## src/rtl/tmds_channel_bank.sv

```systemverilog
// tmds_channel_bank: two-stage TMDS encoder for NUM_CHANNELS HDMI lanes sharing one period mode.
// Optional period-sequence checker enabled by defining TMDS_SEQ_CHECK_EN.
module tmds_channel_bank #(
  parameter int unsigned NUM_CHANNELS = 3,
  parameter int unsigned DISP_W       = 5
) (
  input  logic                         clk_pixel,
  input  logic                         reset,
  input  logic [8*NUM_CHANNELS-1:0]    video_data,
  input  logic [4*NUM_CHANNELS-1:0]    data_island_data,
  input  logic [2*NUM_CHANNELS-1:0]    control_data,
  input  logic [2:0]                   mode,
  output logic [10*NUM_CHANNELS-1:0]   tmds,
  output logic                         seq_error,
  output logic [2:0]                   seq_code
);

  localparam logic [2:0] MODE_CTRL   = 3'd0;
  localparam logic [2:0] MODE_VIDEO  = 3'd1;
  localparam logic [2:0] MODE_VGB    = 3'd2;
  localparam logic [2:0] MODE_ISLAND = 3'd3;
  localparam logic [2:0] MODE_IGB    = 3'd4;

  localparam logic [9:0] GB_A    = 10'b1011001100;
  localparam logic [9:0] GB_B    = 10'b0100110011;
  localparam logic [9:0] CTRL_00 = 10'b1101010100;

  function automatic logic [9:0] ctrl_code(input logic [1:0] c);
    unique case (c)
      2'b00:   ctrl_code = 10'b1101010100;
      2'b01:   ctrl_code = 10'b0010101011;
      2'b10:   ctrl_code = 10'b0101010100;
      default: ctrl_code = 10'b1010101011;
    endcase
  endfunction

  function automatic logic [9:0] terc4(input logic [3:0] d);
    unique case (d)
      4'h0:    terc4 = 10'b1010011100;
      4'h1:    terc4 = 10'b1001100011;
      4'h2:    terc4 = 10'b1011100100;
      4'h3:    terc4 = 10'b1011100010;
      4'h4:    terc4 = 10'b0101110001;
      4'h5:    terc4 = 10'b0100011110;
      4'h6:    terc4 = 10'b0110001110;
      4'h7:    terc4 = 10'b0100111100;
      4'h8:    terc4 = 10'b1011001100;
      4'h9:    terc4 = 10'b0100111001;
      4'hA:    terc4 = 10'b0110011100;
      4'hB:    terc4 = 10'b1011000110;
      4'hC:    terc4 = 10'b1010001110;
      4'hD:    terc4 = 10'b1001110001;
      4'hE:    terc4 = 10'b0101100011;
      default: terc4 = 10'b1011000011;
    endcase
  endfunction

  logic [2:0] s1_mode;

  // Stage-1 copy of the shared period mode
  always_ff @(posedge clk_pixel or posedge reset) begin
    if (reset) s1_mode <= MODE_CTRL;
    else       s1_mode <= mode;
  end

  for (genvar c = 0; c < NUM_CHANNELS; c++) begin : g_ch
    localparam int unsigned HDMI_CH = c % 3;

    logic [7:0]        d;
    logic [3:0]        n1_d;
    logic [3:0]        n1_q;
    logic              use_xnor;
    logic              bit_v;
    logic [8:0]        qm_c;
    logic [8:0]        s1_qm;
    logic [3:0]        s1_n1;
    logic [1:0]        s1_ctl;
    logic [3:0]        s1_terc;
    logic [DISP_W-1:0] acc;
    logic [DISP_W-1:0] acc_n;
    logic [DISP_W-1:0] bal;
    logic [9:0]        sym_c;
    logic [9:0]        tmds_q;

    assign d = video_data[8*c +: 8];

    // Transition-minimising first stage: choose XOR/XNOR chain from input popcount
    always_comb begin
      n1_d = '0;
      for (int i = 0; i < 8; i++) n1_d = n1_d + 4'(d[i]);
      use_xnor = (n1_d > 4'd4) || ((n1_d == 4'd4) && !d[0]);
      qm_c     = '0;
      bit_v    = d[0];
      qm_c[0]  = bit_v;
      for (int i = 1; i < 8; i++) begin
        bit_v   = use_xnor ? ~(bit_v ^ d[i]) : (bit_v ^ d[i]);
        qm_c[i] = bit_v;
      end
      qm_c[8] = ~use_xnor;
      n1_q = '0;
      for (int i = 0; i < 8; i++) n1_q = n1_q + 4'(qm_c[i]);
    end

    // Stage-1 registers for this lane
    always_ff @(posedge clk_pixel or posedge reset) begin
      if (reset) begin
        s1_qm   <= '0;
        s1_n1   <= '0;
        s1_ctl  <= '0;
        s1_terc <= '0;
      end else begin
        s1_qm   <= qm_c;
        s1_n1   <= n1_q;
        s1_ctl  <= control_data[2*c +: 2];
        s1_terc <= data_island_data[4*c +: 4];
      end
    end

    // Stage-2 symbol selection and DC-balance update; bal is N1-N0 (two's complement)
    always_comb begin
      sym_c = tmds_q;
      acc_n = '0;
      bal   = DISP_W'({s1_n1, 1'b0}) - DISP_W'(8);
      case (s1_mode)
        MODE_CTRL: sym_c = ctrl_code(s1_ctl);
        MODE_VIDEO: begin
          if ((acc == '0) || (s1_n1 == 4'd4)) begin
            sym_c = {~s1_qm[8], s1_qm[8], s1_qm[8] ? s1_qm[7:0] : ~s1_qm[7:0]};
            acc_n = s1_qm[8] ? (acc + bal) : (acc - bal);
          end else if ((!acc[DISP_W-1] && (s1_n1 > 4'd4)) ||
                       (acc[DISP_W-1] && (s1_n1 < 4'd4))) begin
            sym_c = {1'b1, s1_qm[8], ~s1_qm[7:0]};
            acc_n = acc - bal + (s1_qm[8] ? DISP_W'(2) : DISP_W'(0));
          end else begin
            sym_c = {1'b0, s1_qm[8], s1_qm[7:0]};
            acc_n = acc + bal - (s1_qm[8] ? DISP_W'(0) : DISP_W'(2));
          end
        end
        MODE_VGB:    sym_c = (HDMI_CH == 1) ? GB_B : GB_A;
        MODE_ISLAND: sym_c = terc4(s1_terc);
        MODE_IGB:    sym_c = (HDMI_CH == 0) ? terc4({2'b11, s1_ctl}) : GB_B;
        default:     sym_c = tmds_q;
      endcase
    end

    // Stage-2 registers: output symbol and running disparity
    always_ff @(posedge clk_pixel or posedge reset) begin
      if (reset) begin
        tmds_q <= CTRL_00;
        acc    <= '0;
      end else begin
        tmds_q <= sym_c;
        acc    <= acc_n;
      end
    end

    assign tmds[10*c +: 10] = tmds_q;
  end

`ifdef TMDS_SEQ_CHECK_EN
  typedef enum logic [2:0] {
    S_IDLE, S_VGB, S_VIDEO, S_ILEAD, S_ISLAND, S_ITRAIL, S_HUNT
  } seq_state_t;

  seq_state_t state, state_n;
  logic [4:0] cnt, cnt_n;
  logic       err_c;
  logic [2:0] code_c;

  // Checker state, counter and registered violation report
  always_ff @(posedge clk_pixel or posedge reset) begin
    if (reset) begin
      state     <= S_IDLE;
      cnt       <= '0;
      seq_error <= 1'b0;
      seq_code  <= 3'd0;
    end else begin
      state     <= state_n;
      cnt       <= cnt_n;
      seq_error <= err_c;
      seq_code  <= code_c;
    end
  end

  // Period-sequence rules on the raw mode input; any violation parks in HUNT until control
  always_comb begin
    state_n = state;
    cnt_n   = cnt;
    err_c   = 1'b0;
    code_c  = seq_code;
    case (state)
      S_IDLE: begin
        if (mode == MODE_VGB)      begin state_n = S_VGB;   cnt_n = 5'd1; end
        else if (mode == MODE_IGB) begin state_n = S_ILEAD; cnt_n = 5'd1; end
        else if (mode != MODE_CTRL) begin err_c = 1'b1; code_c = 3'd7; end
      end
      S_VGB: begin
        if ((mode == MODE_VGB) && (cnt == 5'd1))        cnt_n = 5'd2;
        else if ((mode == MODE_VIDEO) && (cnt == 5'd2)) state_n = S_VIDEO;
        else begin err_c = 1'b1; code_c = 3'd1; end
      end
      S_VIDEO: begin
        if (mode == MODE_CTRL)       state_n = S_IDLE;
        else if (mode != MODE_VIDEO) begin err_c = 1'b1; code_c = 3'd2; end
      end
      S_ILEAD: begin
        if ((mode == MODE_IGB) && (cnt == 5'd1))             cnt_n = 5'd2;
        else if ((mode == MODE_ISLAND) && (cnt == 5'd2)) begin state_n = S_ISLAND; cnt_n = 5'd1; end
        else begin err_c = 1'b1; code_c = 3'd3; end
      end
      S_ISLAND: begin
        if (mode == MODE_ISLAND)                         cnt_n = cnt + 5'd1;
        else if ((mode == MODE_IGB) && (cnt == 5'd0)) begin state_n = S_ITRAIL; cnt_n = 5'd1; end
        else begin err_c = 1'b1; code_c = 3'd4; end
      end
      S_ITRAIL: begin
        if ((mode == MODE_IGB) && (cnt == 5'd1))        cnt_n = 5'd2;
        else if ((mode == MODE_CTRL) && (cnt == 5'd2)) state_n = S_IDLE;
        else begin err_c = 1'b1; code_c = 3'd5; end
      end
      S_HUNT: begin
        if (mode == MODE_CTRL) state_n = S_IDLE;
      end
      default: state_n = S_IDLE;
    endcase
    if ((mode > MODE_IGB) && (state != S_HUNT)) begin
      err_c  = 1'b1;
      code_c = 3'd6;
    end
    if (err_c) state_n = S_HUNT;
  end
`else
  assign seq_error = 1'b0;
  assign seq_code  = 3'd0;
`endif

endmodule

```

## config.mk

```make
export PLATFORM = sky130hd
export DESIGN_NAME = tmds_channel_bank
export DESIGN_NICKNAME = d
export VERILOG_FILES = /design/src/rtl/tmds_channel_bank.sv
export SDC_FILE = /design/constraint.sdc
export NUM_CORES = 1
export LEC_CHECK = 0
export BUFFER_PORTS_ARGS = -buffer_cell sky130_fd_sc_hd__buf_4
export CORE_AREA = 2 2 156 158
export DETAILED_ROUTE_END_ITERATION = 10
export DIE_AREA = 0 0 158 160
export MAX_ROUTING_LAYER = met4
export PLACE_DENSITY = 0.61
export SYNTH_ARGS = -nofsm -noshare
export SYNTH_HDL_FRONTEND = slang
export SYNTH_SLANG_ARGS = --single-unit
```

## constraint.sdc

```tcl
create_clock -name clk_pixel -period 3.2 [get_ports clk_pixel]
set_input_delay 0.48 -clock clk_pixel [delete_from_list [all_inputs] [get_ports clk_pixel]]
set_output_delay 0.48 -clock clk_pixel [all_outputs]
set_load 0.01 [all_outputs]
```

==> results.py <==
metrics = {
    "critical_path": {
        "critPathLaunchType": "primary input",
        "timing.setup.critical_path_class": "primary input to flip-flop",
        "timing.critical_path.slowest_cell_delay_ps": 560,
        "path_common_cell": "fa_1",
        "path_delay_family": "adder cells",
        "endpoint_kind": "flip-flop",
        "crit_fanout": 2,
        "worst-path-stages": 21,
        "worst_ep_required_time_ps": 3460,
        "crit_path_buffers_inverters": 6,
        "critical_path.cell_chain": "buf_12, inv_12, fa_1, fa_1, fa_1, inv_1, ha_2, fa_1, nor3b_2, o21ai_2, a21oi_4, xnor2_2, xor2_1, fa_1, inv_1, fa_1, fa_2, ha_4, inv_2, fa_2, inv_1",
        "worst_r2r_path_depth": 7,
        "cp_slowest_cell": "fa_1",
        "cp_data_arrival_time_ps": 5840,
    },
    "timing": {
        "finalSetupTns_ps": -28660,
        "final-hold-violation-count": 0,
        "final-setup-viol-count": 25,
        "grt_setup_unrepaired": "yes",
        "achievable-frequency_mhz": 179,
        "report.final.slew_viol_count": 0,
        "setup_ws_ps": -2380,
        "max_slew.worst_pin.slew_ps": 644,
        "final_critical_period_ps": 5580,
        "relSlewSlack_pct": 57.1,
        "fin_worst_skew_ps": 8.63,
        "finalCritPeriodShare_pct": 174,
    },
    "logic_synthesis": {
        "synthArstFlopShare_pct": 100,
        "yosys-top-cells-count": "inv_1 (102), ha_1 (93), dfrtp_1 (87), a21oi_1 (58), xnor2_1 (47)",
        "top_reg_cell_synth": "dfrtp_1",
        "yosys.cell_count.top_type": "inv_1",
        "post_synth_instance_area_mm2": 0.00819,
        "synth.ff_latch_count": 102,
        "synth-edff-count": 0,
        "synthDominantCellAreaShare_pct": 26.6,
        "netlist_top_cells_area": "dfrtp_1 (27%), ha_1 (14%), fa_1 (7.3%)",
        "number_of_instances_in_the_synthesized_netlist": 853,
        "yosys_warnings": 0,
        "synthDistinctLibCells": 72,
        "synthDominantAreaCellType": "dfrtp_1",
        "sequential_cell_area_fraction_in_the_yosys_report_pct": 31.4,
        "syn_avg_cell_area_um2": 9.60,
    },
    "floorplan": {
        "fp.coreArea_mm2": 0.0238,
        "dieHeight_um": 160,
        "io_pins": 81,
        "initial_utilization_pct": 34.4,
        "die-area_mm2": 0.0253,
        "die_width_um": 158,
        "row_count": 57,
    },
    "layout": {
        "layout.core_utilization_pct": 43.7,
        "flow.area_growth_from_synthesis_pct": 26.9,
        "final_layout_size_suffix_gt1_share_pct": 26.5,
        "layout.nets": 1166,
        "final_design_area_no_fill_mm2": 0.0104,
    },
    "drt": {
        "route.detailed.wl_per_inst_um": 15.0,
        "viasPerCell": 4.80,
        "firstDrtPassIters": 5,
        "routed-via-count": 6365,
        "antenna_violating_nets_post_route": 0,
        "detail_route.iter0.violations": 424,
        "drcViolationCount": 0,
        "route.final.wire_length_mm": 19.9,
    },
    "clock_network": {
        "ctsRootBufferMaster": "clkbuf_16",
        "cts.reportedPaths.clkPinSlew_ps": 70,
        "ctsHtreeMaxLevel": 3,
        "cts.sinks": 102,
        "ctsLongestPathBuffers": 2,
        "clock_latency_ps": 360,
        "cts_tree": "built",
        "cts-buffers-inserted": 9,
    },
    "placement": {
        "io_buffer_count": 76,
        "placed_cell_area_mm2": 0.00979,
        "place_hpwl_mm": 15.4,
        "finalWeightedCongestion": 0.857,
    },
    "global_routing": {
        "grt_max_degree": 52,
        "grt_pass1_vias": 6486,
        "antenna_found_initial": 1,
        "grt_pass1_wl_mm": 32.9,
        "gr-total-overflow": 0,
        "gr-usage-all-layers_pct": 16.9,
    },
    "power_and_ir_drop": {
        "intPower_w": 0.00526,
        "switching_share_pct": 42.0,
        "static-leakage-power_nw": 4.82,
        "switchingPower_w": 0.00381,
        "vdd_ir_drop_max_v": 0.000376,
        "total_power_divided_by_cell_area_mw_per_mm2": 873,
        "share_seq_of_total_power_pct": 23.1,
        "power_frac_clock_pct": 12.0,
        "power.share.combinational_pct": 64.9,
    },
    "status": {
        "outcome": "complete, but fails checks",
        "violations": "setup timing",
    },
    "run": {
        "drv_cap": 0,
    },
    "min_path": {
        "hold_path_class": "primary input to async pin",
    },
}
stage by stage:
stage	instances	hold slack, ps	setup WS [ps]	total power, W
4_1_cts	1319	212	-2340	0.00899
6_report	1326	214	-2380	0.00907
3_5_place_dp	1298	499	-2770	0.00757
3_3_place_gp	1298	506	-2650	0.00741
5_1_grt	1326	212	-2570	0.00997
2_1_floorplan	856	487	-2560	0.00597
sequential cells by signal, indices dropped and copies added (netlist names):
| name | count |
|---|---|
| g_ch.acc | 12 |
| g_ch.tmds_q | 30 |
| g_ch.s1_n1 | 12 |
| g_ch.s1_ctl | 6 |
| g_ch.s1_qm | 27 |
| g_ch.s1_terc | 12 |
| s1_mode | 3 |
worst reg2reg max path: cells and delay by family, from the launching register on:
family | cells | cell delay [ps]
AOI/OAI and AO/OA | 1 | 430
xor gates and xnor gates | 3 | 430
adders and majority gates | 2 | 680
DFF | 1 | 460
and+or+nand+nor | 1 | 210
timing repair:
| item | 4_1_cts | 5_1_grt |
|---|---|---|
| endpoints found under the setup margin | 25 | 27 |
| setup buffers | 9 | 9 |
| gates resized for setup | 30 | 14 |
| pin swaps | 4 | 8 |
| cloned | 0 | 0 |
| hold buffers | 0 | 0 |
cell families (layout without fill, tap and decap cells):
kind of cell | after synthesis | after routing | synth area share (%)
buf+inv | 138 | 283 | 6.60
flops | 102 | 102 | 31.4
other cells | 1 | 5 | 0.0458
xor+xnor | 87 | 87 | 9.82
compound gates | 198 | 198 | 16.2
fa+ha+maj | 123 | 123 | 21.5
mux | 14 | 14 | 2.02
simple gates | 190 | 190 | 12.4
placed cells by master, fill, tap and decap left out, types with 12 or more instances in the layout:
cell	count
nor2_1	46
nor2b_1	15
inv_1	93
a211oi_1	16
mux2i_1	12
o21ai_0	33
a21oi_1	52
fa_1	25
nand2_1	39
dfrtp_1	87
xor2_1	32
o211ai_1	15
buf_4	153
xnor2_1	39
ha_1	86
dfstp_2	15
cell type report:
| cell class | count | area, um2 |
|---|---|---|
| Clock inverter | 7 | 65.1 |
| Sequential cell | 102 | 2570 |
| Antenna cell | 1 | 2.50 |
| Inverter | 102 | 418 |
| Tap cell | 324 | 405 |
| Timing Repair Buffer | 165 | 1330 |
| Clock buffer | 9 | 225 |
| Fill cell | 2320 | 13400 |
| Multi-Input combinational cell | 616 | 5390 |
worst paths after layout:
path / start / slack [ps] / end
setup / recovery: video_data[0] / -2380 / g_ch[0].s1_n1[1]$_DFF_PP0_
hold / removal: reset / 210 / g_ch[1].s1_terc[0]$_DFF_PP0_
setup reg to reg: g_ch[0].s1_n1[0]$_DFF_PP0_ / 850 / g_ch[0].acc[4]$_DFF_PP0_
hold reg to reg: g_ch[2].tmds_q[2]$_DFFE_PP1P_ / 510 / g_ch[2].tmds_q[2]$_DFFE_PP1P_
max in group asynchronous: reset / 2240 / g_ch[2].tmds_q[8]$_DFFE_PP1P_
min in group clk_pixel: data_island_data[8] / 220 / g_ch[2].s1_terc[0]$_DFF_PP0_
power by group through the flow:
stage	registers [W]	logic (W)	clock network (W)
2_1_floorplan	0.00204	0.00393	0
3_3_place_gp	0.00212	0.00530	0
3_5_place_dp	0.00211	0.00546	0
4_1_cts	0.00210	0.00577	0.00112
5_1_grt	0.00215	0.00666	0.00116
6_report	0.00210	0.00589	0.00109
layer usage:
layer	GRT usage, %	wire [um]	up-vias	part of all wire (%)
met5	-	0	-	0
met3	1.93	661	21	3.3
met4	5.36	371	0	1.9
li1	-	-	3173	-
met2	27.5	9630	97	48
met1	22.1	9230	3074	46
(Power assumes the default switching activity.)
